===== src/rtl/fwd_pkg.sv =====
// fwd_pkg: shared types for the operand-forwarding / load-use hazard unit.
//
//   fwd_tag_t     destination tag carried down the EX..WB tag pipeline
//   FWD_SEL_RF    selector code meaning "operand comes from the register file"
//   stall_cnt_t   width of the saturating stall-cycle counter
//   tag_match()   true when a tag is a live, non-x0 writer of a given register
package fwd_pkg;

  // Tags hold rd at a fixed width so the struct can live in a package; narrower
  // register addresses are zero-extended on entry.
  localparam int unsigned FWD_RD_W = 8;

  typedef struct packed {
    logic                valid;
    logic [FWD_RD_W-1:0] rd;
    logic                we;
    logic                is_load;
  } fwd_tag_t;

  localparam fwd_tag_t FWD_TAG_BUBBLE = '0;

  localparam int unsigned FWD_SEL_RF = 0;

  typedef logic [31:0] stall_cnt_t;

  localparam stall_cnt_t STALL_CNT_MAX = '1;

  function automatic logic tag_match(input fwd_tag_t            tag,
                                     input logic [FWD_RD_W-1:0] rs);
    return tag.valid && tag.we && (tag.rd != '0) && (tag.rd == rs);
  endfunction

endpackage


===== src/rtl/fwd_operand_sel.sv =====
// fwd_operand_sel: priority forwarding selector for a single EX source operand.
//
//   tag_i       tags of post-EX stages 1..DEPTH-1 (index = stage number)
//   rs_i        EX source register address (zero-extended)
//   rf_data_i   register-file value of this operand
//   fwd_data_i  stage k result at slice k-1
//   operand_o   selected operand value
//   sel_o       0 = register file, k = forwarded from stage k
module fwd_operand_sel
  import fwd_pkg::*;
#(
  parameter int unsigned XLEN     = 32,
  parameter int unsigned DEPTH    = 3,
  parameter int unsigned LOAD_LAT = 1,
  parameter int unsigned SEL_W    = $clog2(DEPTH)
) (
  input  fwd_tag_t [DEPTH-1:1]        tag_i,
  input  logic [FWD_RD_W-1:0]         rs_i,
  input  logic [XLEN-1:0]             rf_data_i,
  input  logic [(DEPTH-1)*XLEN-1:0]   fwd_data_i,
  output logic [XLEN-1:0]             operand_o,
  output logic [SEL_W-1:0]            sel_o
);

  logic hit;

  // Scan from the youngest stage outward; the first ready writer wins. A load
  // younger than LOAD_LAT has no data yet and is skipped (the stall logic keeps
  // a consumer from ever reaching EX while such a load is its only producer).
  always_comb begin
    hit       = 1'b0;
    sel_o     = SEL_W'(FWD_SEL_RF);
    operand_o = rf_data_i;
    for (int k = 1; k < DEPTH; k++) begin
      if (!hit && tag_match(tag_i[k], rs_i) && (!tag_i[k].is_load || k >= LOAD_LAT)) begin
        hit       = 1'b1;
        sel_o     = SEL_W'(k);
        operand_o = fwd_data_i[(k-1)*XLEN +: XLEN];
      end
    end
  end

endmodule


===== src/rtl/fwd_hazard_unit.sv =====
// fwd_hazard_unit: operand forwarding and load-use stall generation for the
// in-order RV32I pipeline. Tracks destination tags from EX (stage 0) to WB
// (stage DEPTH-1) and forwards the youngest ready result to each EX operand.
//
//   clk, rst_n     clock, asynchronous active-low reset
//   id_valid_i     valid instruction in ID
//   id_rs_i        ID source register addresses, NUM_SRC x REG_AW
//   id_rd_i        ID destination register
//   id_we_i        ID instruction writes rd
//   id_is_load_i   ID instruction is a load
//   flush_i        kill the ID instruction (it never enters EX), drop the stall
//   rf_data_i      EX register-file operands, NUM_SRC x XLEN
//   fwd_data_i     stage k result at slice k-1, (DEPTH-1) x XLEN
//   operand_o      forwarded EX operands, NUM_SRC x XLEN
//   fwd_sel_o      per operand: 0 = register file, k = stage k
//   stall_o        hold PC and IF/ID, insert EX bubble
//   stall_cnt_o    saturating count of stall cycles
module fwd_hazard_unit
  import fwd_pkg::*;
#(
  parameter int unsigned XLEN          = 32,
  parameter int unsigned NUM_SRC       = 2,
  parameter int unsigned REG_AW        = 5,
  parameter int unsigned DEPTH         = 3,
  parameter int unsigned LOAD_LAT      = 1,
  parameter int unsigned SEL_W         = $clog2(DEPTH),
  // Counter value after reset; nonzero only to exercise saturation quickly.
  parameter stall_cnt_t  STALL_CNT_RST = '0
) (
  input  logic                        clk,
  input  logic                        rst_n,
  input  logic                        id_valid_i,
  input  logic [NUM_SRC*REG_AW-1:0]   id_rs_i,
  input  logic [REG_AW-1:0]           id_rd_i,
  input  logic                        id_we_i,
  input  logic                        id_is_load_i,
  input  logic                        flush_i,
  input  logic [NUM_SRC*XLEN-1:0]     rf_data_i,
  input  logic [(DEPTH-1)*XLEN-1:0]   fwd_data_i,
  output logic [NUM_SRC*XLEN-1:0]     operand_o,
  output logic [NUM_SRC*SEL_W-1:0]    fwd_sel_o,
  output logic                        stall_o,
  output logic [31:0]                 stall_cnt_o
);

  if (NUM_SRC < 1 || NUM_SRC > 3) begin : g_bad_num_src
    $error("fwd_hazard_unit: NUM_SRC must be 1..3");
  end
  if (DEPTH < 2) begin : g_bad_depth
    $error("fwd_hazard_unit: DEPTH must be at least 2");
  end
  if (LOAD_LAT < 1 || LOAD_LAT > DEPTH - 1) begin : g_bad_load_lat
    $error("fwd_hazard_unit: LOAD_LAT must be 1..DEPTH-1");
  end
  if (REG_AW > FWD_RD_W) begin : g_bad_reg_aw
    $error("fwd_hazard_unit: REG_AW exceeds tag rd width");
  end

  fwd_tag_t [DEPTH-1:0]               tag_q, tag_d;
  fwd_tag_t                           id_tag;
  logic [NUM_SRC-1:0][FWD_RD_W-1:0]   ex_rs_q;
  stall_cnt_t                         stall_cnt_q;
  logic                               load_hit;
  logic                               stall;
  logic                               advance;

  assign id_tag = '{valid: 1'b1, rd: FWD_RD_W'(id_rd_i), we: id_we_i, is_load: id_is_load_i};

  // A load younger than LOAD_LAT stages past EX cannot supply data in time for
  // the instruction now in ID. Re-evaluated every cycle, so a load at j stalls
  // for LOAD_LAT - j cycles as it moves down the tag pipeline.
  always_comb begin
    load_hit = 1'b0;
    for (int s = 0; s < NUM_SRC; s++) begin
      for (int j = 0; j < LOAD_LAT; j++) begin
        if (tag_q[j].is_load &&
            tag_match(tag_q[j], FWD_RD_W'(id_rs_i[s*REG_AW +: REG_AW]))) begin
          load_hit = 1'b1;
        end
      end
    end
  end

  // Flush has priority: a killed ID instruction must not hold the front end.
  assign stall   = id_valid_i & ~flush_i & load_hit;
  assign advance = id_valid_i & ~stall & ~flush_i;

  always_comb begin
    tag_d    = tag_q;
    tag_d[0] = advance ? id_tag : FWD_TAG_BUBBLE;
    for (int k = 1; k < DEPTH; k++) begin
      tag_d[k] = tag_q[k-1];
    end
  end

  // Entry DEPTH-1 simply falls off: the register file writes before it reads.
  always_ff @(posedge clk or negedge rst_n) begin
    if (!rst_n) begin
      tag_q       <= '0;
      ex_rs_q     <= '0;
      stall_cnt_q <= STALL_CNT_RST;
    end else begin
      tag_q <= tag_d;
      if (advance) begin
        for (int s = 0; s < NUM_SRC; s++) begin
          ex_rs_q[s] <= FWD_RD_W'(id_rs_i[s*REG_AW +: REG_AW]);
        end
      end
      if (stall && (stall_cnt_q != STALL_CNT_MAX)) begin
        stall_cnt_q <= stall_cnt_q + 1'b1;
      end
    end
  end

  for (genvar s = 0; s < NUM_SRC; s++) begin : g_src
    fwd_operand_sel #(
      .XLEN     (XLEN),
      .DEPTH    (DEPTH),
      .LOAD_LAT (LOAD_LAT),
      .SEL_W    (SEL_W)
    ) u_sel (
      .tag_i      (tag_q[DEPTH-1:1]),
      .rs_i       (ex_rs_q[s]),
      .rf_data_i  (rf_data_i[s*XLEN +: XLEN]),
      .fwd_data_i (fwd_data_i),
      .operand_o  (operand_o[s*XLEN +: XLEN]),
      .sel_o      (fwd_sel_o[s*SEL_W +: SEL_W])
    );
  end

  assign stall_o     = stall;
  assign stall_cnt_o = stall_cnt_q;

endmodule


===== config.mk =====
export PLATFORM = sky130hd
export DESIGN_NAME = fwd_hazard_unit
export DESIGN_NICKNAME = d
export VERILOG_FILES = /design/src/rtl/fwd_pkg.sv /design/src/rtl/fwd_operand_sel.sv /design/src/rtl/fwd_hazard_unit.sv
export SDC_FILE = /design/constraint.sdc
export NUM_CORES = 1
export LEC_CHECK = 0
export CAP_MARGIN = 10
export CORE_MARGIN = 1
export CORE_UTILIZATION = 39
export DETAILED_ROUTE_END_ITERATION = 12
export GPL_TIMING_DRIVEN = 0
export HOLD_SLACK_MARGIN = 0.08
export MAX_ROUTING_LAYER = met4
export PLACE_DENSITY = 0.91
export SYNTH_ARGS = -nofsm -noshare
export SYNTH_HDL_FRONTEND = slang
export SYNTH_SLANG_ARGS = --single-unit
export TNS_END_PERCENT = 20

===== constraint.sdc =====
create_clock -name clk -period 3.45 [get_ports clk]
set_clock_uncertainty 0.15 [all_clocks]
set_input_delay 1.035 -clock clk [delete_from_list [all_inputs] [get_ports clk]]
set_output_delay 1.035 -clock clk [all_outputs]
set_load 0.02 [all_outputs]

* After elaboration in Yosys (flattened, before gate mapping) *
Index checks and enable logic that the tools add are counted.

cells by class
  reduce and logical (&&, ||, !) cells = 22
  add/sub/neg operators = 1
  bitwise logic cells = 6
  equal/unequal tests = 7
  multiplexer cells = 13

operators by type and width
  kind                                                              number
  32-bit two-way mux                                                4
  8-bit by 5-bit equality test with 1-bit output                    6
  32-bit by 1-bit adder with 32-bit output (second input constant)  1
  32-bit != test (second input constant)                            1
  8-bit nonzero test                                                3
  1-bit logical AND                                                 17
  11-bit two-way mux                                                1
  1-bit two-way mux                                                 6
  1-bit bitwise AND                                                 4
  2-bit two-way mux                                                 2
  1-bit zero test                                                   2
  1-bit inverter                                                    2

storage, ports and cells
  register bits = 73
  logic and storage cells = 62
  input port bits = 149

* Depth between registers and ports, before layout *
Gate-level depths: netlist of run 1.

  word-level depth = 11
  mapped depth = 8
  mapped depth without buffers = 7

* Cells and area by module *
A second synthesis of run 1 with hierarchy kept.

unflattened totals
  cells, all modules = 510
  area total of the unflattened synthesis = 4713.3 sq um

modules (own cells, without submodules)
  module           seq. area each (sq um)  cells an instance  instances  area each (sq um)
  fwd_hazard_unit  1651.6                  230                1          2761.4
  fwd_operand_sel  0.0                     140                2          975.9

* Worst setup path after synthesis of run 1 *
OpenSTA, ideal clock, no wires.

  kind = flip-flop to output port
  start = reg tag_q, in the netlist tag_d[25]
  end = out operand_o[13]
  path buffers = 2
  stages on the path, launching flop included = 9
  data arrival time = 2135 ps
  path slack = 130 ps
  data required time = 2265 ps
  path through = dfrtp_1 or4_1 o211ai_1 nor4_1 nand3_1 buf_2 clkbuf_1 nor2_1 a21oi_1

on the way
  word-level cells in the longest chain between the ends = 7

RTL lines
  element                 line                    source
  from (decl)             fwd_hazard_unit.sv:59   fwd_tag_t [DEPTH-1:0] tag_q, tag_d;
  from (signal assigned)  fwd_hazard_unit.sv:103  tag_q <= tag_d;
  8-bit nonzero test      fwd_pkg.sv:30           return tag.valid && tag.we && (tag.rd != '0) && (tag.rd == rs);
  1-bit logical AND       fwd_pkg.sv:30
  1-bit logical AND (*)   fwd_pkg.sv:30
  1-bit two-way mux       fwd_operand_sel.sv:35   if (!hit && tag_match(tag_i[k], rs_i) && (!tag_i[k].is_load || k >= LOAD_LAT)) begin
  1-bit zero test         fwd_operand_sel.sv:35
  1-bit logical AND       fwd_operand_sel.sv:35
  32-bit two-way mux (*)  fwd_operand_sel.sv:35
  to (decl)               fwd_hazard_unit.sv:40   output logic [NUM_SRC*XLEN-1:0] operand_o,

Every way passes the cells marked *; elsewhere a longest branch is shown, timed or not.

* Worst setup path after layout of run 1 *
  start = reg tag_q[24] (netlist name)
  end = out operand_o[57]

on the way
  word-level cells in the longest chain between the ends = 5

RTL lines
  element                 line
  8-bit nonzero test      fwd_pkg.sv:30
  1-bit logical AND       fwd_pkg.sv:30
  1-bit logical AND (*)   fwd_pkg.sv:30
  1-bit logical AND (*)   fwd_operand_sel.sv:35
  32-bit two-way mux (*)  fwd_operand_sel.sv:35

Marked as above.

==> flow_metrics.tcl, run 1 <==
set metrics [dict create \
    clk-insertion-delay-late_ns 0.33 \
    netlist_instances 470 \
    drc_errors 0 \
    num-fill-cells 782 \
    synth-seq-cells 64 \
    dieHeight_um 106 \
    regArea_um2 1600 \
    ant_nets 0 \
    mappedNetlistArea_um2 4250 \
    numCtsBuffers 9 \
    grt-ovfl-total 0 \
    wirelength_um 17600 \
    cts_max_path_buffers 2 \
    design.core.area_um2 10500 \
    hold_viol_final 0 \
    gp_congestion 0.945 \
    timing.hold.ws_ns 0.226 \
    htree_levels 3 \
    dp.cells 856 \
    die_w_um 106 \
    critPathKind "flip-flop to primary output" \
    rows 37 \
    drt_iter0_markers 457 \
    vias_per_cell 5.36 \
    critPathBufInv 4 \
    nNetsFinal 902 \
    slew_headroom_pct 60.7 \
    antenna_found_initial 2 \
    reg2regPathDepth 6 \
    cp_slowest_cell "or4_1" \
    period_needed_ns 3.68 \
    outcome "complete, but fails checks" \
    final_cells 894 \
    vias 4789 \
    ios 250 \
    period_share_pct 107 \
    yosys_warnings 0 \
    final_common_cell "clkdlybuf4s50_1" \
    clock_sinks 64 \
    hpwl_um 13200 \
    layout-drive-gt1-share_pct 21.4 \
    path_depth 9 \
    tightest_slew_ns 0.584 \
    wl_per_cell_um 19.6 \
    multi_input_area_um2 2650 \
    initial_core_util_pct 40.6 \
    numPortBuffers 249 \
    hold_buffers 0 \
    drv_slew 0 \
    track_usage_pct 30.4 \
    synth.avg_cell_area_um2 9.05 \
    placed_area_um2 6930 \
    crit_top_cell "buf_4" \
    synth-seq-area-share_pct 37.7 \
    synth_cell_type_count 39 \
    crit_path_end_kind "primary output" \
    area_growth_pct 76.4 \
    drv_cap 0 \
    postLayoutCellArea_um2 7500 \
    whs_path_depth 0 \
    setup_ws_ns -0.232 \
    critical-path-max-stage-delay_ns 0.50 \
    final_cell_mix "clkdlybuf4s50_1, buf_4, dfrtp_1, mux2i_1, nand2_1" \
    setup_viol 67 \
    worstPathArrival_ns 2.50 \
    synthesis.nets 620 \
    critical_path.cell_chain "or4_1 > o211ai_1 > buf_4 > nor4_4 > buf_4 > buf_12 > mux2i_1 > o21ai_1 > buf_4" \
    cts_tree "yes" \
    p_per_area_nw_per_um2 258 \
    crit_path_start_kind "flip-flop" \
    critPathMaxFanout 10 \
    dr.pass1.iters 4 \
    clk_pin_slew_ns 0.07 \
    grt_max_degree 44 \
    root_buffer "clkbuf_8" \
    p_leak_nw 3.34 \
    die_area_um2 11300 \
    violations "setup timing" \
    ir_drop_mv 0.260 \
    grt_pass1_vias 4958 \
    path_delay_family "buffers and inverters" \
    max_freq_mhz 272 \
    hold_path_class "flip-flop to flip-flop" \
    grt_setup_unrepaired "true" \
    required_ns 2.26 \
    grt_pass1_wl_um 25900 \
]
==> path summary, 6_finish.rpt <==
kind | startpoint | end | slack [ns]
min in group asynchronous | rst_n | stall_cnt_o[13] | 0.53
worst min-delay path | tag_d[32] | tag_q[32] | 0.23
worst max-delay path | tag_q[24] | operand_o[57] | -0.23
max in group asynchronous | rst_n | stall_cnt_o[31] | 2.01
worst max register to register | tag_d[15] | ex_rs_q[4] | 0.73
worst min register to register | tag_d[32] | tag_q[32] | 0.23
==> cell families (layout without fill, tap and decap cells) <==
family,count (synthesis),count (layout),synth area share (%)
AOI/OAI and AO/OA,69,69,8.44
buffers and inverters,27,313,3.00
other,0,2,0
adders and majority gates,1,1,0.294
xor gates and xnor gates,61,61,12.6
DFF,64,64,37.7
and+or+nand+nor,173,173,20.1
muxes,75,75,18.0
==> report_power, final <==
part | total (mW) | internal (mW) | switching (mW)
logic | 0.496 | 0.286 | 0.210
registers | 0.813 | 0.779 | 0.0346
clock network | 0.623 | 0.349 | 0.274
total | 1.93 | 1.41 | 0.519
==> through the flow <==
step | setup WS [ns] | setup TNS (ns) | total power, mW | util, %
CTS | -0.242 | -8.81 | 1.92 | 69.6
detailed placement | -0.838 | -37.62 | 1.31 | 66.2
floorplan | 0.130 | 0 | 0.989 | -
global placement | -0.794 | -77.90 | 1.30 | 66.1
finish | -0.232 | -10.35 | 1.93 | 71.7
global route | -0.329 | -17.29 | 2.00 | 71.7
==> area by class of cell <==
type                            count  share of cell area (%)
Clock buffer                       12                    1.93
Sequential cell                    64                    21.4
Antenna cell                        2                  0.0667
Clock inverter                      3                   0.567
Buffer                             22                    4.15
Inverter                            5                   0.250
Timing Repair Buffer              271                    34.1
Tap cell                          136                    2.27
Multi-Input combinational cell    379                    35.3
==> per-layer routing <==
layer	part of all wire, %	up-vias	track usage [%]
met1	38	2301	34.7
met5	0	-	-
met3	7.1	41	6.01
met4	3.7	0	11.4
li1	-	2215	-
met2	51	232	52.6
==> what timing repair did <==
| action | CTS | global route |
|---|---|---|
| resized for setup | 453 | 41 |
| gates cloned | 2 | 2 |
| hold endpoints to repair | 0 | 0 |
| setup endpoints to repair | 69 | 69 |
| setup buffers | 11 | 6 |
| pin swaps | 10 | 24 |
==> flip-flops by register name, summed over array words and instances, names as in the netlist <==
name / flops
tag_d: 15
tag_q: 7
ex_rs_q: 10
stall_cnt_o: 32
==> synthesized netlist by cell type <==
cell type	count	share of area (%)
clkbuf_1	9	0.79
or4_1	5	0.88
nor3_1	11	1.3
buf_4	2	0.35
xor2_1	32	6.6
dfrtp_1	64	38
ha_1	1	0.29
a21oi_1	32	3.8
nor4_2	1	0.29
mux2_2	11	2.9
nand3_4	1	0.41
buf_1	4	0.35
nor2_1	48	4.2
nor4b_1	1	0.21
or3_1	1	0.15
nor2_2	1	0.15
xnor2_1	29	6.0
o21ai_0	32	3.8
nand3_2	1	0.24
o22a_1	1	0.21
o211ai_1	2	0.35
nand3_1	17	2.0
and2_1	7	1.0
nor4_1	9	1.3
and3_1	1	0.15
o22ai_1	1	0.15
or4_4	1	0.26
mux2i_1	64	15
nand4_2	1	0.29
nand4_1	7	1.0
and4_1	5	1.0
o2111ai_1	1	0.21
inv_1	5	0.44
or2_2	1	0.15
buf_2	6	0.71
nand2b_1	2	0.29
nor2b_1	1	0.15
buf_8	1	0.35
nand2_1	51	4.5
==> worst register-to-register path: cells and delay by family (launching register included) <==
family / cells / cell delay (ns)
AOI/OAI and AO/OA: 1 / 0.31
buffers and inverters: 1 / 0.31
DFF: 1 / 0.45
muxes: 1 / 0.35
and+or+nand+nor: 3 / 1.04
No activity file was read; power rests on OpenSTA's default activity.
==> run 2, diff against run 1 <==
Settings changed: CTS_CLUSTER_SIZE set to 25.
==> results of run 2 <==
Same layout as run 1: the final DEF is identical, and so are final timing and power.
==> run 3, diff against run 2 <==
Settings changed: CORE_MARGIN 1 to unset.
==> results of run 3 <==
Same layout as run 1: the final DEF is identical, and so are final timing and power.
